### src/rtl/pkt_adaptor_pkg.sv
// Shared definitions for the packet adaptor.
// Holds the request/response FSM state types, the default parameter
// values used by packet_adaptor and pkt_adaptor_ser, and a helper that
// sizes the shared beat counter.
package pkt_adaptor_pkg;

    localparam int PKT_S_DEF   = 32;
    localparam int KH_S_DEF    = 64;
    localparam int D_S_DEF     = 128;
    localparam int DT_S_DEF    = 3;
    localparam int TMO_CYC_DEF = 255;

    typedef enum logic [1:0] {
        REQ_HDR  = 2'd0,
        REQ_KEY  = 2'd1,
        REQ_WAIT = 2'd2
    } req_fsm_e;

    typedef enum logic [1:0] {
        RSP_IDLE = 2'd0,
        RSP_DATA = 2'd1,
        RSP_SEND = 2'd2
    } rsp_fsm_e;

    // One counter walks both the key beats and the response beats, so it is
    // sized for whichever phase is longer; a single-beat design still needs
    // a one-bit counter to stay legal.
    function automatic int cnt_width(input int key_beats, input int rsp_beats);
        int widest;
        widest = (key_beats > rsp_beats) ? key_beats : rsp_beats;
        return (widest > 1) ? $clog2(widest) : 1;
    endfunction

endpackage

### src/rtl/pkt_adaptor_ser.sv
// Response serialiser for packet_adaptor.
// Owns the response FSM (RSP_IDLE -> RSP_DATA -> RSP_SEND), the holding
// register for the private data word, the beat multiplexer, rsp_last and,
// when PKT_ADAPTOR_TIMEOUT_EN is defined, the response stall timeout.
// Ports:
//   clk, rst        clock, asynchronous active-high reset
//   start           key-ready pulse from the request side
//   priv_data/valid private data word and its qualifier
//   rd_ready        downstream ready for response beats
//   beat_cnt        current response beat index (owned by the top)
//   data_out        response beat, 0 outside RSP_SEND
//   rsp_valid       high throughout RSP_SEND
//   rsp_last        high on the final response beat
//   rsp_abort       one-cycle pulse after a response timeout
//   beat_hs         a response beat transfers this cycle
//   rsp_end         response finishes this cycle (final beat or timeout)
//   state           response FSM state, for observation
module pkt_adaptor_ser
    import pkt_adaptor_pkg::*;
#(
    parameter int PKT_S   = PKT_S_DEF,
    parameter int D_S     = D_S_DEF,
    parameter int TMO_CYC = TMO_CYC_DEF,
    parameter int CW      = 1
) (
    input  logic             clk,
    input  logic             rst,
    input  logic             start,
    input  logic [D_S-1:0]   priv_data,
    input  logic             priv_valid,
    input  logic             rd_ready,
    input  logic [CW-1:0]    beat_cnt,
    output logic [PKT_S-1:0] data_out,
    output logic             rsp_valid,
    output logic             rsp_last,
    output logic             rsp_abort,
    output logic             beat_hs,
    output logic             rsp_end,
    output rsp_fsm_e         state
);

    localparam int RSP_BEATS = D_S / PKT_S;

    if (TMO_CYC < 1) begin : g_tmo_check
        $error("pkt_adaptor_ser: TMO_CYC must be at least 1");
    end

    rsp_fsm_e         next_state;
    logic [D_S-1:0]   hold_reg;
    logic             stall_hit;

    assign rsp_valid = (state == RSP_SEND);
    assign beat_hs   = rsp_valid && rd_ready;
    assign rsp_last  = rsp_valid && (beat_cnt == CW'(RSP_BEATS - 1));
    assign rsp_end   = (beat_hs && rsp_last) || stall_hit;

    always_ff @(posedge clk or posedge rst) begin
        if (rst) begin
            state <= RSP_IDLE;
        end else begin
            state <= next_state;
        end
    end

    always_comb begin
        next_state = state;
        case (state)
            RSP_IDLE: if (start)      next_state = RSP_DATA;
            RSP_DATA: if (priv_valid) next_state = RSP_SEND;
            RSP_SEND: if (rsp_end)    next_state = RSP_IDLE;
            default:                  next_state = RSP_IDLE;
        endcase
    end

    // The secret word is sampled once; it stays put for the whole response
    // so every beat is stable while waiting on rd_ready.
    always_ff @(posedge clk or posedge rst) begin
        if (rst) begin
            hold_reg <= '0;
        end else if (state == RSP_DATA && priv_valid) begin
            hold_reg <= priv_data;
        end
    end

    always_comb begin
        data_out = '0;
        if (state == RSP_SEND) begin
            data_out = hold_reg[int'(beat_cnt) * PKT_S +: PKT_S];
        end
    end

`ifdef PKT_ADAPTOR_TIMEOUT_EN
    localparam int SW = $clog2(TMO_CYC + 1);

    logic [SW-1:0] stall_cnt;
    logic          abort_q;

    // The counter reaches TMO_CYC on the edge where this fires, so the
    // abort pulse and the return to idle land together on that edge.
    assign stall_hit = rsp_valid && !beat_hs && (stall_cnt == SW'(TMO_CYC - 1));
    assign rsp_abort = abort_q;

    // Counter sits at zero outside RSP_SEND, which gives the clear on entry;
    // any transferred beat restarts the stall window.
    always_ff @(posedge clk or posedge rst) begin
        if (rst) begin
            stall_cnt <= '0;
            abort_q   <= 1'b0;
        end else begin
            abort_q <= stall_hit;
            if (!rsp_valid || beat_hs || stall_hit) begin
                stall_cnt <= '0;
            end else begin
                stall_cnt <= stall_cnt + SW'(1);
            end
        end
    end
`else
    assign stall_hit = 1'b0;
    assign rsp_abort = 1'b0;
`endif

endmodule

### src/rtl/packet_adaptor.sv
// Packet adaptor top level.
// Assembles a request (one header beat carrying the request type, then
// KEY_BEATS key beats, most significant word first) into key_hash/req_type,
// pulses key_en, then hands off to pkt_adaptor_ser which serialises the
// private data word back out, least significant word first.
// Optional feature: define PKT_ADAPTOR_TIMEOUT_EN to enable the response
// stall timeout (rsp_abort); otherwise a stalled response waits forever.
// Ports:
//   clk, rst                      clock, asynchronous active-high reset
//   data_in, req_valid, req_ready request beat channel
//   data_out, rsp_valid, rd_ready, rsp_last  response beat channel
//   priv_data, priv_valid         private data word input
//   key_hash, req_type, key_en    assembled key, captured type, ready pulse
//   busy                          any FSM away from its idle state
//   rsp_abort                     one-cycle response timeout pulse
//   observe_port                  {req_fsm, rsp_fsm, beat_cnt[3:0]}
module packet_adaptor
    import pkt_adaptor_pkg::*;
#(
    parameter int PKT_S   = PKT_S_DEF,
    parameter int KH_S    = KH_S_DEF,
    parameter int D_S     = D_S_DEF,
    parameter int DT_S    = DT_S_DEF,
    parameter int TMO_CYC = TMO_CYC_DEF
) (
    input  logic             clk,
    input  logic             rst,
    input  logic [PKT_S-1:0] data_in,
    input  logic             req_valid,
    output logic             req_ready,
    output logic [PKT_S-1:0] data_out,
    output logic             rsp_valid,
    input  logic             rd_ready,
    output logic             rsp_last,
    input  logic [D_S-1:0]   priv_data,
    input  logic             priv_valid,
    output logic [KH_S-1:0]  key_hash,
    output logic [DT_S-1:0]  req_type,
    output logic             key_en,
    output logic             busy,
    output logic             rsp_abort,
    output logic [7:0]       observe_port
);

    localparam int KEY_BEATS = KH_S / PKT_S;
    localparam int RSP_BEATS = D_S / PKT_S;
    localparam int CW        = cnt_width(KEY_BEATS, RSP_BEATS);

    if ((KH_S % PKT_S) != 0 || (D_S % PKT_S) != 0 || DT_S > PKT_S) begin : g_param_check
        $error("packet_adaptor: KH_S and D_S must be multiples of PKT_S, DT_S <= PKT_S");
    end

    req_fsm_e      req_state;
    req_fsm_e      req_next;
    rsp_fsm_e      rsp_state;
    logic [CW-1:0] beat_cnt;
    logic          req_hs;
    logic          key_last;
    logic          beat_hs;
    logic          rsp_end;

    assign req_ready = (req_state == REQ_HDR) || (req_state == REQ_KEY);
    assign req_hs    = req_valid && req_ready;
    assign key_last  = (req_state == REQ_KEY) && (beat_cnt == CW'(KEY_BEATS - 1));

    always_ff @(posedge clk or posedge rst) begin
        if (rst) begin
            req_state <= REQ_HDR;
        end else begin
            req_state <= req_next;
        end
    end

    // The request side parks in REQ_WAIT until the serialiser reports the
    // response finished, either by its last beat or by a timeout.
    always_comb begin
        req_next = req_state;
        case (req_state)
            REQ_HDR:  if (req_hs)             req_next = REQ_KEY;
            REQ_KEY:  if (req_hs && key_last) req_next = REQ_WAIT;
            REQ_WAIT: if (rsp_end)            req_next = REQ_HDR;
            default:                          req_next = REQ_HDR;
        endcase
    end

    // beat_cnt is shared: the key phase and the response phase never
    // overlap, and each phase leaves it at zero for the next one.
    always_ff @(posedge clk or posedge rst) begin
        if (rst) begin
            beat_cnt <= '0;
            key_hash <= '0;
            req_type <= '0;
            key_en   <= 1'b0;
        end else begin
            key_en <= req_hs && key_last;
            if (req_hs && req_state == REQ_HDR) begin
                req_type <= data_in[DT_S-1:0];
                beat_cnt <= '0;
            end else if (req_hs && req_state == REQ_KEY) begin
                key_hash <= (key_hash << PKT_S) | KH_S'(data_in);
                beat_cnt <= key_last ? '0 : beat_cnt + CW'(1);
            end else if (beat_hs) begin
                beat_cnt <= rsp_last ? '0 : beat_cnt + CW'(1);
            end else if (rsp_end) begin
                beat_cnt <= '0;
            end
        end
    end

    pkt_adaptor_ser #(
        .PKT_S   (PKT_S),
        .D_S     (D_S),
        .TMO_CYC (TMO_CYC),
        .CW      (CW)
    ) u_ser (
        .clk        (clk),
        .rst        (rst),
        .start      (key_en),
        .priv_data  (priv_data),
        .priv_valid (priv_valid),
        .rd_ready   (rd_ready),
        .beat_cnt   (beat_cnt),
        .data_out   (data_out),
        .rsp_valid  (rsp_valid),
        .rsp_last   (rsp_last),
        .rsp_abort  (rsp_abort),
        .beat_hs    (beat_hs),
        .rsp_end    (rsp_end),
        .state      (rsp_state)
    );

    assign busy         = (req_state != REQ_HDR) || (rsp_state != RSP_IDLE);
    assign observe_port = {req_state, rsp_state, 4'(beat_cnt)};

endmodule

### config.mk
export PLATFORM = sky130hd
export DESIGN_NAME = packet_adaptor
export DESIGN_NICKNAME = d
export VERILOG_FILES = /design/src/rtl/pkt_adaptor_pkg.sv /design/src/rtl/pkt_adaptor_ser.sv /design/src/rtl/packet_adaptor.sv
export SDC_FILE = /design/constraint.sdc
export NUM_CORES = 1
export LEC_CHECK = 0
export CORE_ASPECT_RATIO = 1.5
export CORE_MARGIN = 3
export CORE_UTILIZATION = 50
export DETAILED_ROUTE_END_ITERATION = 6
export PLACE_DENSITY = 0.95
export SYNTH_ARGS = -nofsm -noshare
export SYNTH_HDL_FRONTEND = slang
export SYNTH_SLANG_ARGS = --single-unit
### constraint.sdc
create_clock -name clk -period 14.8 [get_ports clk]
set_clock_uncertainty 0.2 [all_clocks]
set_input_delay 2.22 -clock clk [delete_from_list [all_inputs] [get_ports clk]]
set_output_delay 2.22 -clock clk [all_outputs]
set_load 0.05 [all_outputs]
==> results of run 1 <==
-- kinds of logic after synthesis --
group / after synthesis
other: 1
buffers and inverters: 41
and+or+nand+nor: 49
muxes: 227
DFF: 202
AOI/OAI and AO/OA: 8
adders and majority gates: 2
-- through the flow --
| step | util | total power, W | hold WS, ns | cell area [µm²] |
|---|---|---|---|---|
| detailed placement | 0.677 | 0.00248 | 0.285 | 11400 |
| global placement | 0.677 | 0.00243 | 0.279 | 11400 |
| CTS | 0.716 | 0.00301 | 0.299 | 12100 |
| floorplan | - | 0.00203 | 0.270 | 8690 |
| global route | 0.716 | 0.00312 | 0.318 | 12100 |
| finish | 0.716 | 0.00299 | 0.295 | 12100 |
-- critical path: stages (launching register included) --
cell	delay, ns
dfrtp_2	0.56
buf_4	0.54
mux4_2	0.58
and2_1	0.18
clkdlybuf4s50_1	0.71
-- final timing paths --
kind / slack [ns] / endpoint / cells past startpoint
min reg2reg: 0.30 / u_ser.hold_reg[63] / 1
max reg2reg: 12.04 / u_ser.hold_reg[27] / 4
max in group asynchronous: 10.89 / u_ser.hold_reg[17] / 3
max: 9.31 / data_out[28] / 4
min: 0.30 / u_ser.hold_reg[63] / 1
min in group asynchronous: 2.12 / key_hash[10] / 2
-- metal layers --
layer  GRT usage  vias to the layer above
met1       0.260                     2784
met2       0.415                      222
li1            -                     2428
met4      0.0607                        4
met3      0.0701                       43
met5           0                        -
-- area by class of cell --
type	instances	area, µm²	area share
Clock buffer	29	596	0.0492
Clock inverter	7	62.6	0.00517
Tap cell	210	263	0.0217
Timing Repair Buffer	279	2780	0.230
Inverter	6	30.0	0.00248
Sequential cell	202	5060	0.418
Multi-Input combinational cell	289	3320	0.274
-- placed cells by master (no fill, tap or decap), types with 2 or more instances in the layout --
| cell | Yosys | routed |
|---|---|---|
| mux4_2 | 29 | 29 |
| mux2_2 | 194 | 194 |
| ha_1 | 2 | 2 |
| clkbuf_1 | 4 | 4 |
| dfrtp_2 | 0 | 2 |
| mux4_1 | 3 | 3 |
| clkinv_2 | 0 | 5 |
| inv_1 | 6 | 5 |
| a21oi_1 | 2 | 2 |
| buf_4 | 4 | 5 |
| nand3_1 | 2 | 2 |
| clkbuf_16 | 0 | 21 |
| nand3b_1 | 2 | 2 |
| and2_1 | 33 | 33 |
| nor2_1 | 4 | 4 |
| clkdlybuf4s50_1 | 0 | 274 |
| o21ai_0 | 3 | 3 |
| conb_1 | 1 | 3 |
| nand2_1 | 3 | 3 |
| dfrtp_1 | 202 | 200 |
| clkbuf_8 | 0 | 4 |
-- power by group --
part	switching [W]	internal, W
clock network	0.000207	0.000297
registers	0.000189	0.000834
logic	0.000789	0.000670
==> results.sh, run 1 <==
export IMPL_crit_arrival_ns=3.07
export IMPL_viasPerCell=5.36
export IMPL_ys_seq_area_frac=0.582
export IMPL_setup_tns_ns=0
export IMPL_peakVddDrop_mv=0.199
export IMPL_yosysTopAreaCell="dfrtp_1"
export IMPL_synthMuxAreaShare=0.337
export IMPL_end_kind="output port"
export IMPL_port_buffers=274
export IMPL_clock_root_buffer="clkbuf_16"
export IMPL_async_flop_share=1.00
export IMPL_worstReg2RegStart="u_ser.state[0]"
export IMPL_cts_buffer_depth=3
export IMPL_grt_max_degree=134
export IMPL_largest_register_ffs=128
export IMPL_netlist_top_cells_count="202 x dfrtp_1, 194 x mux2_2, 33 x and2_1"
export IMPL_synthXorXnorAreaFrac=0
export IMPL_synth_warnings=0
export IMPL_crit_required_ns=12.38
export IMPL_synth_cells=530
export IMPL_final_setup_viol_count=0
export IMPL_gr_total_overflow=0
export IMPL_core_um2=16900
export IMPL_fin_crit_sh=0.371
export IMPL_synth_top_family_by_area="multiplexers"
export IMPL_cts_made_buffers=20
export IMPL_place_ws_ns=9.76
export IMPL_worstMarginPinSlew_ns=1.16
export IMPL_min_from="u_ser.hold_reg[63]"
export IMPL_dp_hpwl_um=15100
export IMPL_die_y_um=167
export IMPL_io_pins=278
export IMPL_crit_path_start_kind="flip-flop"
export IMPL_grt_pass1_wl_um=34200
export IMPL_rsz0062_at_grt="false"
export IMPL_ant_nets=0
export IMPL_cap_violations=0
export IMPL_vias=5481
export IMPL_cts_resized_gates=0
export IMPL_topRoutingLayerUsed="met5"
export IMPL_cts_tree="built"
export IMPL_gp_congestion=0.806
export IMPL_htreeDepth=1
export IMPL_ys_types=26
export IMPL_rows=58
export IMPL_ctsHoldBuffers=0
export IMPL_dr_wl_met2_um=11700
export IMPL_hold_class="flip-flop to flip-flop"
export IMPL_critical_path_class="flip-flop to output port"
export IMPL_synth_seq_cells=202
export IMPL_dr_wl_met3_um=1770
export IMPL_clk_latency_ns=0.48
export IMPL_dp_cells=986
export IMPL_initialDrtViolationCount=251
export IMPL_status="completed"
export IMPL_maxClockFrequency_ghz=0.182
export IMPL_post_drt_wl_per_cell_um=21.4
export IMPL_p_per_area_nw_per_um2=247
export IMPL_antennaDiodeCount=0
export IMPL_crit_fanout=27
export IMPL_start_util=0.514
export IMPL_synth_compound_area_frac=0.00562
export IMPL_cp_startpoint="beat_cnt[0]"
export IMPL_hold_violations=0
export IMPL_maxSlewViolCount=0
export IMPL_grtUsageTotal=0.229
export IMPL_layout_area_overhead_vs_synth_pct=39.4
export IMPL_fin_crit_ns=5.49
export IMPL_synthTopCellsByArea="dfrtp_1 58%, mux2_2 25%, mux4_2 7.5%, buf_6 2.5%, and2_1 2.4%"
export IMPL_synth_edff_count=0
export IMPL_syn_avg_cell_area_um2=16.4
export IMPL_cts_reportedPaths_clkPinSlew_ns=0.06
export IMPL_die_w_um=114
export IMPL_die_area_um2=19000
export IMPL_synth_simple_gate_area_share=0.0350
export IMPL_nFillCells=1046
export IMPL_drive_gt1_frac=0.326
export IMPL_met1_length_um=7820
export IMPL_cts_sinks=202
export IMPL_first_pass_iters=6
export IMPL_synth_main_ff_cell="dfrtp_1"
export IMPL_setup_slack_ns=9.31
export IMPL_synth_most_common_cell="dfrtp_1"
export IMPL_stdcell_count=1022
export IMPL_routed_wl_um=21900
export IMPL_grt_pass1_vias=6364
export IMPL_antenna_found_initial=2
export IMPL_drc_errors=0
export IMPL_synthAdderAreaFrac=0.00288
export IMPL_max_slew_margin=0.229
export IMPL_fin_nets=965
export IMPL_post_cts_buffers=0
export IMPL_synth_top_area_share=0.582
export IMPL_netlist_area_um2=8690
export IMPL_leakage_nw=5.06
Note: power is estimated with default switching activity, not from simulation.
==> inputs of run 2 (changes only) <==
--- a/config.mk
+++ b/config.mk
@@ -7,9 +7,9 @@
 export LEC_CHECK = 0
 export CORE_ASPECT_RATIO = 1.5
 export CORE_MARGIN = 3
-export CORE_UTILIZATION = 50
+export CORE_UTILIZATION = 47
 export DETAILED_ROUTE_END_ITERATION = 6
-export PLACE_DENSITY = 0.95
+export PLACE_DENSITY = 0.91
 export SYNTH_ARGS = -nofsm -noshare
 export SYNTH_HDL_FRONTEND = slang
 export SYNTH_SLANG_ARGS = --single-unit
==> constraint.sdc (replaced) <==
create_clock -name clk -period 5.1 [get_ports clk]
set_clock_uncertainty 0.2 [all_clocks]
set_input_delay 0.765 -clock clk [delete_from_list [all_inputs] [get_ports clk]]
set_output_delay 0.765 -clock clk [all_outputs]
set_load 0.05 [all_outputs]
==> results.sh, run 2 (synthesis results as in run 1) <==
export IMPL_fin_crit_ns=4.06
export IMPL_die_y_um=172
export IMPL_cts_tree="built"
export IMPL_grtUsageTotal=0.206
export IMPL_core_um2=18000
export IMPL_post_cts_buffers=0
export IMPL_whs_ns=0.299
export IMPL_place_ws_ns=1.49
export IMPL_grt_pass1_vias=6210
export IMPL_worstMarginPinSlew_ns=0.938
export IMPL_crit_arrival_ns=3.09
export IMPL_crit_required_ns=4.14
export IMPL_clk_latency_ns=0.48
export IMPL_nFillCells=1223
export IMPL_cts_buffer_depth=3
export IMPL_dp_hpwl_um=14600
export IMPL_critPathSlowestCell="dfrtp_2"
export IMPL_initialDrtViolationCount=227
export IMPL_first_pass_iters=4
export IMPL_post_drt_wl_per_cell_um=20.1
export IMPL_rsz0062_at_grt="false"
export IMPL_ctsHoldBuffers=0
export IMPL_antennaDiodeCount=0
export IMPL_gp_congestion=0.831
export IMPL_end_kind="output port"
export IMPL_path_cells="buf_4 -> mux4_2 -> and2_1 -> clkdlybuf4s50_1"
export IMPL_routed_wl_um=20700
export IMPL_viasPerCell=5.29
export IMPL_cp_startpoint="beat_cnt[0]"
export IMPL_fin_nets=967
export IMPL_worstReg2RegStart="req_state[1]"
export IMPL_setup_tns_ns=0
export IMPL_grt_pass1_wl_um=32000
export IMPL_cts_sinks=202
export IMPL_peakVddDrop_mv=0.711
export IMPL_min_from="u_ser.hold_reg[103]"
export IMPL_crit_fanout=24
export IMPL_hold_depth=1
export IMPL_drc_errors=0
export IMPL_ant_nets=0
export IMPL_maxSlewViolCount=0
export IMPL_io_pins=278
export IMPL_setup_slack_ns=1.04
export IMPL_layout_common_cells="274 x clkdlybuf4s50_1, 200 x dfrtp_1, 194 x mux2_2"
export IMPL_hold_class="flip-flop to flip-flop"
export IMPL_place_area_um2=11500
export IMPL_port_buffers=274
export IMPL_max_slew_margin=0.375
export IMPL_gr_total_overflow=0
export IMPL_design_area_um2=12200
export IMPL_antenna_found_initial=2
export IMPL_vias=5455
export IMPL_cap_violations=0
export IMPL_cts_resized_gates=0
export IMPL_htreeDepth=1
export IMPL_die_area_um2=20200
export IMPL_rows=60
export IMPL_rr_worst_depth=2
export IMPL_die_w_um=117
export IMPL_cts_reportedPaths_clkPinSlew_ns=0.06
export IMPL_largest_register_ffs=128
export IMPL_leakage_nw=5.11
export IMPL_hold_violations=0
export IMPL_cts_made_buffers=21
export IMPL_start_util=0.482
export IMPL_mostFrequentLayoutCell="clkdlybuf4s50_1"
export IMPL_layout_area_overhead_vs_synth_pct=40.8
export IMPL_status="completed"
export IMPL_p_per_area_nw_per_um2=718
export IMPL_grt_max_degree=146
export IMPL_fin_crit_sh=0.796
export IMPL_drive_gt1_frac=0.329
export IMPL_slowest_delay_ns=0.88
export IMPL_final_setup_viol_count=0
export IMPL_clock_root_buffer="clkbuf_16"
export IMPL_critical_path_class="flip-flop to output port"
export IMPL_maxClockFrequency_ghz=0.246
export IMPL_crit_path_start_kind="flip-flop"
run 2: cell count changes in the layout (fill, tap and decap cells not counted), sizes merged:
cell / change
clkbuf: -1
buf: +1
bufinv: +3
clkinvlp: +2
clkinv: -3
run 2: final cells by class:
| cell class | count | area [µm²] | share of cell area |
|---|---|---|---|
| clock buffers | 28 | 592 | 0.0484 |
| clock inverters | 9 | 154 | 0.0126 |
| inverters | 6 | 26.3 | 0.00215 |
| multi-input cells | 289 | 3320 | 0.271 |
| flip-flops and latches | 202 | 5060 | 0.413 |
| well taps | 217 | 272 | 0.0222 |
| repair buffers | 280 | 2810 | 0.230 |
run 2: worst paths after layout:
| kind | end | slack (ns) |
|---|---|---|
| max reg2reg | key_hash[53] | 2.93 |
| min in group asynchronous | u_ser.hold_reg[118] | 0.60 |
| min | u_ser.hold_reg[103] | 0.30 |
| min reg2reg | u_ser.hold_reg[103] | 0.30 |
| max in group asynchronous | key_hash[43] | 3.44 |
| max | data_out[21] | 1.04 |
run 2: layer usage:
metal  part of all wire  track usage  vias to the layer above
met3              0.092       0.0742                       45
met1               0.36        0.229                     2734
met2               0.52        0.359                      225
met4              0.031       0.0739                        4
li1                   -            -                     2447
met5             0.0016            0                        -
run 2: per-stage QoR:
step	std cells	utilization	total power [W]
final	1031	0.679	0.00878
after CTS	1031	0.679	0.00889
after global placement	994	0.638	0.00706
after global routing	1031	0.679	0.00923
after detailed placement	994	0.638	0.00720
after floorplan	532	-	0.00588
run 2: report_power, final:
group          switching, W  internal [W]  total (W)
Sequential         0.000562       0.00242    0.00298
Clock              0.000607       0.00102    0.00163
Combinational       0.00223       0.00195    0.00418
Total               0.00340       0.00539    0.00878
run 2: critical path, delay by kind of cell (launching register included):
family        cells  cell delay (ns)
buf+inv           2             1.05
flops             1             0.88
mux               1             0.52
simple gates      1             0.17
==> inputs of run 3 (changes only) <==
==> constraint.sdc (replaced) <==
create_clock -name clk -period 3.82 [get_ports clk]
set_clock_uncertainty 0.2 [all_clocks]
set_input_delay 0.573 -clock clk [delete_from_list [all_inputs] [get_ports clk]]
set_output_delay 0.573 -clock clk [all_outputs]
set_load 0.05 [all_outputs]
==> results.sh, run 3 (synthesis results as in run 1) <==
export IMPL_status="completed"
export IMPL_maxSlewViolCount=0
export IMPL_grt_pass1_vias=6223
export IMPL_drive_gt1_frac=0.330
export IMPL_fin_crit_ns=3.65
export IMPL_dp_hpwl_um=14900
export IMPL_max_slew_margin=0.408
export IMPL_crit_required_ns=3.05
export IMPL_rsz0062_at_grt="false"
export IMPL_cts_made_buffers=20
export IMPL_cts_tree="built"
export IMPL_critical_path_class="flip-flop to output port"
export IMPL_die_y_um=172
export IMPL_grtUsageTotal=0.209
export IMPL_htreeDepth=1
export IMPL_viasPerCell=5.29
export IMPL_clk_latency_ns=0.48
export IMPL_crit_path_start_kind="flip-flop"
export IMPL_ant_nets=0
export IMPL_place_ws_ns=0.622
export IMPL_hold_violations=0
export IMPL_path_cells="buf_12 -> mux4_2 -> and2_1 -> clkdlybuf4s50_1"
export IMPL_fin_crit_sh=0.955
export IMPL_p_int_w=0.00695
export IMPL_critical_path_top_delay_family="buffers and inverters"
export IMPL_post_cts_buffers=0
export IMPL_gp_congestion=0.816
export IMPL_initialDrtViolationCount=234
export IMPL_grt_max_degree=130
export IMPL_largest_register_ffs=128
export IMPL_worstMarginPinSlew_ns=0.885
export IMPL_maxClockFrequency_ghz=0.274
export IMPL_p_per_area_nw_per_um2=941
export IMPL_io_pins=278
export IMPL_whs_ns=0.300
export IMPL_fin_nets=971
export IMPL_nFillCells=1204
export IMPL_gr_total_overflow=0
export IMPL_cts_resized_gates=0
export IMPL_power_frac_clock=0.163
export IMPL_routed_wl_um=21200
export IMPL_slowest_delay_ns=0.72
export IMPL_drc_errors=0
export IMPL_antenna_found_initial=2
export IMPL_grt_pass1_wl_um=32600
export IMPL_peakVddDrop_mv=0.908
export IMPL_critPathSlowestCell="clkdlybuf4s50_1"
export IMPL_die_area_um2=20200
export IMPL_first_pass_iters=4
export IMPL_cts_reportedPaths_clkPinSlew_ns=0.06
export IMPL_crit_buf_inv=2
export IMPL_port_buffers=274
export IMPL_layout_common_cells="274 x clkdlybuf4s50_1, 200 x dfrtp_1, 194 x mux2_2"
export IMPL_clock_root_buffer="clkbuf_16"
export IMPL_start_util=0.482
export IMPL_layout_area_overhead_vs_synth_pct=40.5
export IMPL_crit_fanout=24
export IMPL_post_drt_wl_per_cell_um=20.5
export IMPL_combPwrFrac=0.495
export IMPL_setup_tns_ns=0
export IMPL_vias=5468
export IMPL_mostFrequentLayoutCell="clkdlybuf4s50_1"
export IMPL_die_w_um=117
export IMPL_p_seq_frac=0.341
export IMPL_rows=60
export IMPL_p_total_w=0.0115
export IMPL_ctsHoldBuffers=0
export IMPL_switching_power_w=0.00454
export IMPL_cts_buffer_depth=3
export IMPL_end_kind="output port"
export IMPL_cts_sinks=202
export IMPL_crit_arrival_ns=2.87
export IMPL_cap_violations=0
export IMPL_core_um2=18000
export IMPL_netSwitchingFraction=0.395
export IMPL_final_setup_viol_count=0
export IMPL_leakage_nw=5.09
export IMPL_antennaDiodeCount=0
export IMPL_final_util=0.677
export IMPL_setup_slack_ns=0.172
export IMPL_hold_class="flip-flop to flip-flop"
==> run 3: cell count changes in the layout (fill, tap and decap cells not counted) <==
cell and change:
clkbuf_1 +1, buf_4 +1, bufinv_16 -4, buf_12 +4
==> run 3: routing by layer <==
layer,track usage,share of wire,up-vias
met5,0,0.0016,-
met4,0.0724,0.033,4
met3,0.0665,0.080,51
met2,0.369,0.52,210
met1,0.237,0.36,2750
li1,-,-,2453
==> run 3: power by group through the flow <==
stage               sequential [W]  combinational (W)  clock (W)
global placement           0.00386            0.00560          0
detailed placement         0.00394            0.00571          0
floorplan                  0.00508            0.00278          0
CTS                        0.00393            0.00576    0.00193
finish                     0.00392            0.00569    0.00188
global route               0.00405            0.00600    0.00200
==> run 3: cell type report <==
class / instances / area [µm²] / share of cell area
tap: 217 / 272 / 0.0222
sequential: 202 / 5060 / 0.414
timing repair buffer: 285 / 2900 / 0.238
inverter: 6 / 26.3 / 0.00215
clock buffer: 29 / 596 / 0.0488
clock inverter: 5 / 33.8 / 0.00277
multi-input combinational: 289 / 3320 / 0.272
==> run 3: worst paths after layout <==
| check | from | to | slack [ns] | cells after the start |
|---|---|---|---|---|
| worst max-delay path | beat_cnt[0] | data_out[28] | 0.17 | 4 |
| worst min-delay path | u_ser.hold_reg[71] | u_ser.hold_reg[71] | 0.30 | 1 |
| worst max register to register | req_state[1] | key_hash[49] | 1.69 | 3 |
| worst min register to register | u_ser.hold_reg[71] | u_ser.hold_reg[71] | 0.30 | 1 |
| max in group asynchronous | rst | key_hash[52] | 2.24 | 3 |
| min in group asynchronous | rst | u_ser.hold_reg[118] | 0.41 | 2 |
==> run 3: metrics by stage <==
| step | cell area [µm²] | instances |
|---|---|---|
| 3_3_place_gp | 11600 | 999 |
| 2_1_floorplan | 8700 | 532 |
| 4_1_cts | 12200 | 1033 |
| 6_report | 12200 | 1033 |
| 5_1_grt | 12200 | 1033 |
| 3_5_place_dp | 11600 | 999 |
